File: src/rtl/comparator_search_pkg.sv
// Shared types and constants for the comparator_search block.
package comparator_search_pkg;

  typedef enum logic [1:0] {
    S_IDLE = 2'd0,
    S_SCAN = 2'd1,
    S_DONE = 2'd2
  } search_state_t;

  localparam int HIT_COUNT_W = 16;

endpackage

File: src/rtl/comparator_eq.sv
// N-bit equality comparator shared by the sequential table search.
module comparator_eq #(
  parameter int N = 32
) (
  input  logic [N-1:0] a_i,
  input  logic [N-1:0] b_i,
  output logic         eq_o
);

  assign eq_o = (a_i == b_i);

endmodule

File: src/rtl/comparator_search.sv
// Sequential first-match search over a DEPTH-entry key table using one
// shared equality comparator, one entry per cycle, lowest index wins.
// Optional hit counter output enabled by defining COMPARATOR_SEARCH_HIT_COUNT_EN.
module comparator_search
  import comparator_search_pkg::*;
#(
  parameter int N     = 32,
  parameter int DEPTH = 8,
  localparam int IDX_W = $clog2(DEPTH)
) (
  input  logic             clk,
  input  logic             rst,
  input  logic             wr_ena,
  input  logic [IDX_W-1:0] wr_addr,
  input  logic [N-1:0]     wr_data,
  input  logic             wr_valid,
  input  logic             req_valid,
  output logic             req_ready,
  input  logic [N-1:0]     req_key,
  output logic             rsp_valid,
  input  logic             rsp_ready,
  output logic             rsp_hit,
  output logic [IDX_W-1:0] rsp_index
`ifdef COMPARATOR_SEARCH_HIT_COUNT_EN
  ,
  output logic [HIT_COUNT_W-1:0] hit_count
`endif
);

  localparam logic [IDX_W-1:0] LAST_IDX = IDX_W'(DEPTH - 1);

  logic [N-1:0]     entry_q [DEPTH];
  logic [DEPTH-1:0] valid_q;

  search_state_t    state_q, state_d;
  logic [IDX_W-1:0] ptr_q, ptr_d;
  logic [N-1:0]     key_q, key_d;
  logic             hit_q, hit_d;
  logic [IDX_W-1:0] idx_q, idx_d;
  logic             eq;
  logic             wr_in_range;

  assign wr_in_range = ({1'b0, wr_addr} < (IDX_W + 1)'(DEPTH));

  comparator_eq #(.N(N)) u_cmp (
    .a_i  (entry_q[ptr_q]),
    .b_i  (key_q),
    .eq_o (eq)
  );

  // Table data storage; a write becomes visible to compares from the next cycle.
  // NOTE: the data array has no reset so it maps onto plain RAM/flops without
  // a reset tree; the valid bits alone decide whether an entry can match.
  always_ff @(posedge clk) begin
    if (wr_ena && wr_in_range) begin
      entry_q[wr_addr] <= wr_data;
    end
  end

  // Per-entry valid bits, cleared by reset.
  always_ff @(posedge clk or negedge rst) begin
    if (!rst) begin
      valid_q <= '0;
    end else if (wr_ena && wr_in_range) begin
      valid_q[wr_addr] <= wr_valid;
    end
  end

  // Next-state and datapath decode for the scan controller.
  // NOTE: every variable gets a default first so no path leaves it unassigned,
  // which would otherwise infer a latch.
  always_comb begin
    state_d = state_q;
    ptr_d   = ptr_q;
    key_d   = key_q;
    hit_d   = hit_q;
    idx_d   = idx_q;
    unique case (state_q)
      S_IDLE: begin
        if (req_valid) begin
          key_d   = req_key;
          ptr_d   = '0;
          state_d = S_SCAN;
        end
      end
      S_SCAN: begin
        if (valid_q[ptr_q] && eq) begin
          hit_d   = 1'b1;
          idx_d   = ptr_q;
          state_d = S_DONE;
        end else if (ptr_q == LAST_IDX) begin
          hit_d   = 1'b0;
          idx_d   = '0;
          state_d = S_DONE;
        end else begin
          ptr_d = ptr_q + 1'b1;
        end
      end
      S_DONE: begin
        if (rsp_ready) begin
          state_d = S_IDLE;
        end
      end
      default: state_d = S_IDLE;
    endcase
  end

  // State, pointer, latched key and registered result.
  // NOTE: sequential state uses non-blocking assignments so every flop samples
  // the pre-edge values regardless of statement order.
  always_ff @(posedge clk or negedge rst) begin
    if (!rst) begin
      state_q <= S_IDLE;
      ptr_q   <= '0;
      key_q   <= '0;
      hit_q   <= 1'b0;
      idx_q   <= '0;
    end else begin
      state_q <= state_d;
      ptr_q   <= ptr_d;
      key_q   <= key_d;
      hit_q   <= hit_d;
      idx_q   <= idx_d;
    end
  end

  assign req_ready = (state_q == S_IDLE);
  assign rsp_valid = (state_q == S_DONE);
  assign rsp_hit   = hit_q;
  assign rsp_index = idx_q;

`ifdef COMPARATOR_SEARCH_HIT_COUNT_EN
  logic [HIT_COUNT_W-1:0] hit_cnt_q;

  // Saturating count of hit responses that completed their handshake.
  always_ff @(posedge clk or negedge rst) begin
    if (!rst) begin
      hit_cnt_q <= '0;
    end else if ((state_q == S_DONE) && rsp_ready && hit_q && (hit_cnt_q != '1)) begin
      hit_cnt_q <= hit_cnt_q + 1'b1;
    end
  end

  assign hit_count = hit_cnt_q;
`endif

endmodule

File: config.mk
export PLATFORM = sky130hd
export DESIGN_NAME = comparator_search
export DESIGN_NICKNAME = d
export VERILOG_FILES = /design/src/rtl/comparator_search_pkg.sv /design/src/rtl/comparator_eq.sv /design/src/rtl/comparator_search.sv
export SDC_FILE = /design/constraint.sdc
export NUM_CORES = 1
export LEC_CHECK = 0
export CAP_MARGIN = 10
export CORE_MARGIN = 3
export CORE_UTILIZATION = 35
export CTS_BUF_LIST = sky130_fd_sc_hd__clkbuf_4 sky130_fd_sc_hd__clkbuf_8 sky130_fd_sc_hd__clkbuf_16
export CTS_CLUSTER_DIAMETER = 200
export DETAILED_ROUTE_END_ITERATION = 8
export PLACE_DENSITY = 0.54
export SYNTH_ARGS = -nofsm -noshare
export SYNTH_HDL_FRONTEND = slang
export SYNTH_SLANG_ARGS = --single-unit
File: constraint.sdc
create_clock -name clk -period 4.5 [get_ports clk]
set_clock_uncertainty 0.05 [all_clocks]
set_input_delay 0.675 -clock clk [delete_from_list [all_inputs] [get_ports clk]]
set_output_delay 0.675 -clock clk [all_outputs]
set_load 0.01 [all_outputs]
Word level (Yosys, flattened, before mapping)
Memory sizes are Yosys's and may differ from the RTL's.
Cells that the tools add are included.
{"block": "word_totals", "mem_bits_rw": 256, "mem_count": 1, "register_bits": 49, "output_inout_bits": 6}
{"block": "op_classes", "n_eq_ne": 9, "addsub": 1, "reduce_logical": 9, "magnitude_cmp": 3, "n_mux": 20}
{"memory": "entry_q", "words": 8, "width": 32, "read_ports": 1, "rd_clocked_by_memory_dff": 0, "wr": 1, "line": "comparator_search.sv:32", "text": "logic [N-1:0] entry_q [DEPTH];"}
{"operator": "$eq A32 B32 Y1", "n": 1}
{"operator": "$mux W3", "n": 5}
{"operator": "$bwmux W8", "n": 1}
{"operator": "$lt A3 B4 Y1 const B", "n": 2}
{"operator": "$mux W2", "n": 4}
{"operator": "$mux W1", "n": 6}
{"operator": "$ne A2 B2 Y1 const B", "n": 3}
{"operator": "$pmux W2 S3", "n": 1}
{"operator": "$pmux W3 S2", "n": 1}
{"operator": "$reduce_and A2 Y1", "n": 2}
{"operator": "$reduce_and A4 Y1", "n": 1}
{"operator": "$reduce_bool A2 Y1", "n": 2}
{"operator": "$add A3 B1 Y3 const B", "n": 1}
{"operator": "$bmux W1 S3", "n": 1}
{"operator": "$demux W1 S3", "n": 1}
{"operator": "$eq A3 B3 Y1 const B", "n": 1}
{"operator": "$ge A3 B1 Y1 const B", "n": 1}
{"operator": "$ne A3 B3 Y1 const B", "n": 1}
{"operator": "$reduce_and A3 Y1", "n": 1}
{"operator": "$eq A2 B1 Y1 const B", "n": 1}
{"operator": "$eq A2 B2 Y1 const B", "n": 1}
{"operator": "$logic_and A1 B1 Y1", "n": 2}
{"operator": "$logic_not A2 Y1", "n": 1}
{"operator": "$ne A2 B1 Y1 const B", "n": 1}

Longest topological paths before layout
{"block": "depth", "depth_word": 5, "depth_mapped": 12, "ltp_nobuf": 8}

Hierarchy
From an unflattened synthesis, not the netlist that was laid out.
{"block": "hier_totals", "cells_unflattened": 701, "area_unflattened_um2": 12075.3}
{"mod": "comparator_search", "instances": 1, "cells_each": 658, "area_each_um2": 11728.7, "seq_area_each_um2": 8913.5}
{"mod": "comparator_eq", "instances": 1, "cells_each": 43, "area_each_um2": 346.6, "seq_area_each_um2": 0.0}

Least setup slack after synthesis
Ideal clock, no wire load.
{"block": "synth_timing", "kind": "input -> register", "from": "input port wr_addr[1]", "to": "register valid_q[0]", "path_slack_ns": 0.724, "setup_ns": 0.125, "path_buffers": 0, "stages": 3, "t_arrival_ns": 3.601, "path_cell_list": "nand2b_1 > nor3_1 > mux2_2"}
{"block": "synth_between", "elab_chain_len": 5, "word_cells_on_any_way": 6, "classes_between": "order compare (2); mux (3); reduce/logical (1)"}
{"item": "start, declared", "line": "comparator_search.sv:14", "text": "input logic [IDX_W-1:0] wr_addr,"}
{"item": "$lt A3 B4 Y1 (not written as such) or $ge A3 B1 Y1 (tied branches)", "line": "comparator_search.sv:65", "text": "valid_q[wr_addr] <= wr_valid;"}
{"item": "$logic_and A1 B1 Y1 (not written as such)", "line": "comparator_search.sv:65"}
{"item": "$mux W1 (not written as such)", "line": "comparator_search.sv:65"}
{"item": "$demux W1 S3 *", "line": "comparator_search.sv:65"}
{"item": "$bwmux W8 *", "line": "comparator_search.sv:65"}
{"item": "end signal, assigned by index", "line": "comparator_search.sv:65"}
{"item": "end, declared", "line": "comparator_search.sv:33", "text": "logic [DEPTH-1:0] valid_q;"}
Mark *: on every way between the ends. The rest lies on a longest branch, timed or not.
A chain may end at the register's enable or synchronous reset.

Final worst setup path
{"block": "layout_timing", "from": "register ptr_q[1]", "to": "register ptr_q[1]"}
{"block": "layout_between", "elab_chain_len": 5, "word_cells_on_any_way": 13, "classes_between": "add/sub (1); eq/ne (4); mux (5); reduce/logical (2); memory (1)"}
{"item": "start, declared", "line": "comparator_search.sv:36", "text": "logic [IDX_W-1:0] ptr_q, ptr_d;"}
{"item": "start signal, assigned", "line": "comparator_search.sv:120", "text": "ptr_q <= ptr_d;"}
{"item": "$mem_v2 Z8 W32 or $bmux W1 S3 (tied branches)"}
{"item": "$eq A32 B32 Y1 or $mux W1 (tied branches)", "line": "comparator_eq.sv:10, comparator_search.sv:87"}
{"item": "$logic_and A1 B1 Y1", "line": "comparator_search.sv:87", "text": "if (valid_q[ptr_q] && eq) begin"}
{"item": "$ne A2 B2 Y1 (no source line)"}
{"item": "$reduce_and A4 Y1 (no source line)"}
Parallel ways exist; a longest one is shown, timed or not. The select of a mux whose other input is x is not followed.

==> results.md <==
- N_diodes: 0
- Finished Core Util: between 40 and 50%
- Final setup vio count: 0
- CP Cell Sequence: buf_4 -> mux4_2 -> mux2i_1 -> xnor2_1 -> nor4_1 -> nand3_1 -> nor4_4 -> nor3b_2 -> mux2_4
- Site Rows: between 60 and 70
- H-tree Lvls: 2
- Drt first-iter violations: about 370
- First-pass iteration count of the detailed router: 4
- Max-slew headroom at the worst pin: ~28%
- Final ANT Viol Nets: 0
- Routed wire length: 26.7 mm
- Buf+Inv Stages, Crit Path: 1
- Worst path top cell family by delay: simple AND/OR/NAND/NOR gates
- DP Cell Count: roughly 1100
- Largest net degree at the start of global routing: 52
- CTS tree: built
- DP Wirelength: between 15 and 20 mm
- GP Congestion: 0.722
- Crit path launch: ptr_q[1]
- Critical Path RT: approximately 4800 ps
- Yosys cell types: 40
- WL per Instance: approximately 22 um
- R2R Setup Slk: approximately 750 ps
- Synthesized cell area: roughly 0.012 mm^2
- Initial core utilization: ~36%
- Sequential fraction of the synthesis area: approximately three quarters
- Routed vias/inst: about 5.0
- Synth Instances: 600
- CP max stage cell: dfrtp_2
- Die height: around 190 um
- Initial antenna violation count: 1
- YS warnings: 0
- Nets@finish: between 700 and 800
- MaxCap Viol Count: 0
- Yosys top cell area share: roughly 64%
- Worst-path clk slew: ~60 ps
- WS Path Type: register to register
- Num Clock Sinks: around 310
- Clock Tree Root: clkbuf_16
- Worst VDD drop: between 200 and 300 uV
- Post-synth EDFFs: around 260
- Main synth FF type: edfxtp_1
- Tot GR Track Use: 14.7%
- Final Max Slew Viols: 0
- Leakage Power: 5.04 nW
- Hold WS: roughly 83 ps
- # resized after CTS: 0
- Vias in the first global route: approximately 6400
- Clock Latency Late Sink: around 500 ps
- Worst Setup End Kind: register
- Final cell count without fillers: 1189
- Deepest clock path buffer count: 3
- Post-CTS setup buffers: 0
- Highest net fanout along the worst path: 21
- Final Hold Vio Count: 0
- #FFs+latches synth: just over 300
- Reg2reg start: ptr_q[1]
- CP startpoint kind: register
- Num ports: 79
- Crit Reg-Reg Endpoint: ptr_q[1]
- Crit path DAT: just over 4000 ps
- Worst path max stage delay: 790 ps
- FMAX: approximately 0.27 GHz
- Top cells by area, synth: edfxtp_1 64%, dfrtp_1 10%, mux4_2 8.8%, mux2i_1 5.5%, mux2_2 3.8%
- First-pass GRT wire length: between 40 and 50 mm
- DRC: 0
- Final min period: about 3800 ps
- R2R depth: 9
- Area grow syn2layout: 21.9%
- Proportion of layout cells with a drive suffix above 1: 25.8%
- Setup TNS: 0 ps
- Tightest Hold Check Type: input port to asynchronous set/reset pin
- Port Buffer Count: 78
- Global route overflow: 0
- Synthesized area per cell: 20.1 um^2
- Vias: 5888
- Leading area contributor after synthesis: edfxtp_1
- Power per Cell Area: between 500 and 600 mW/mm^2
- Core Footprint: about 0.034 mm^2
- Hold-fix buffers, CTS: 0
- Post-synth ARST share: about 16%
- Die Wd: between 150 and 200 um
- Tightest Pin Transition: ~1100 ps
- Syn Nets: between 600 and 700
- Die area: 0.0368 mm^2
- TritonCTS Buffers: 35
- RSZ-0062 raised after global routing: no
- Period Utilization, post-route: a little over four fifths
- Status: finished clean
==> worst max-delay path by stage <==
stage | endpoint | depth (start not counted)
2_1_floorplan | valid_q[0] | 3
3_3_place_gp | ptr_q[1] | 9
3_5_place_dp | ptr_q[1] | 9
4_1_cts | ptr_q[1] | 9
5_1_grt | ptr_q[1] | 9
6_report | ptr_q[1] | 9
==> logic make-up (layout without fill, tap and decap cells) <==
logic type / Yosys count / in the layout / synth area share, %
compound gates: 33 / 33 / 2.04
xor+xnor: 25 / 25 / 1.81
fa+ha+maj: 2 / 2 / 0.207
buf+inv: 28 / 169 / 1.32
flops: 305 / 305 / 73.8
mux: 156 / 156 / 18.3
simple gates: 51 / 51 / 2.48
==> cell usage in the layout, fill, tap and decap left out, types with 4 or more instances in the layout <==
cell type | Yosys | final
nand2_1 | 5 | 5
a21oi_1 | 4 | 4
buf_4 | 7 | 25
mux4_2 | 47 | 47
nand2b_1 | 5 | 5
nor3_1 | 6 | 4
clkbuf_4 | 0 | 14
nor2b_1 | 8 | 8
nor4_1 | 4 | 4
nor2_4 | 0 | 6
clkdlybuf4s50_1 | 0 | 77
a22oi_1 | 9 | 9
mux2_2 | 41 | 41
clkinv_1 | 0 | 6
a22o_1 | 8 | 8
clkbuf_16 | 0 | 36
mux2i_1 | 66 | 66
dfrtp_1 | 49 | 46
edfxtp_1 | 256 | 256
xnor2_1 | 22 | 22
==> registers in the layout (all words and copies together) (netlist names) <==
| signal | flops |
|---|---|
| entry_q | 256 |
| key_q | 32 |
| ptr_q | 3 |
| rsp_hit | 1 |
| rsp_index | 3 |
| state_q | 2 |
| valid_q | 8 |
==> Yosys cell counts (2+ instances only) <==
cell type / n
a21o_1: 3
a21oi_1: 4
a22o_1: 8
a22oi_1: 9
and2_1: 3
and3_1: 3
buf_1: 2
buf_2: 10
buf_4: 7
buf_6: 2
clkbuf_1: 7
dfrtp_1: 49
edfxtp_1: 256
ha_1: 2
mux2_2: 41
mux2_4: 2
mux2i_1: 66
mux4_2: 47
nand2_1: 5
nand2b_1: 5
nand3_1: 3
nor2_1: 9
nor2b_1: 8
nor3_1: 6
nor4_1: 4
o21a_1: 2
xnor2_1: 22
xor2_1: 3
==> metrics by stage <==
| stage | power [mW] | cell area [um^2] | setup WS (ps) |
|---|---|---|---|
| 2_1_floorplan | 5.35 | 12100 | 724 |
| 4_1_cts | 8.86 | 14700 | 709 |
| 3_5_place_dp | 6.02 | 13500 | 714 |
| 3_3_place_gp | 5.98 | 13500 | 748 |
| 6_report | 8.72 | 14700 | 746 |
| 5_1_grt | 9.16 | 14700 | 502 |
==> report_power, final <==
group / internal, mW / switching [mW]
logic: 1.22 / 0.980
registers: 3.34 / 0.357
clock network: 1.76 / 1.07
total: 6.32 / 2.40
==> per-layer routing <==
metal	vias up	share of wire (%)	track usage (%)
li1	2648	-	-
met1	3088	43	19.6
met2	110	50	25.4
met3	40	4.4	2.34
met4	2	1.8	3.87
met5	-	0.067	0
==> layout make-up <==
class	instances	area (um^2)
Clock inverter	13	154
Fill cell	2917	19100
Sequential cell	305	8920
Multi-Input combinational cell	267	3060
Tap cell	448	561
Clock buffer	51	1020
Timing Repair Buffer	105	1000
No activity file was read; power rests on OpenSTA's default activity.
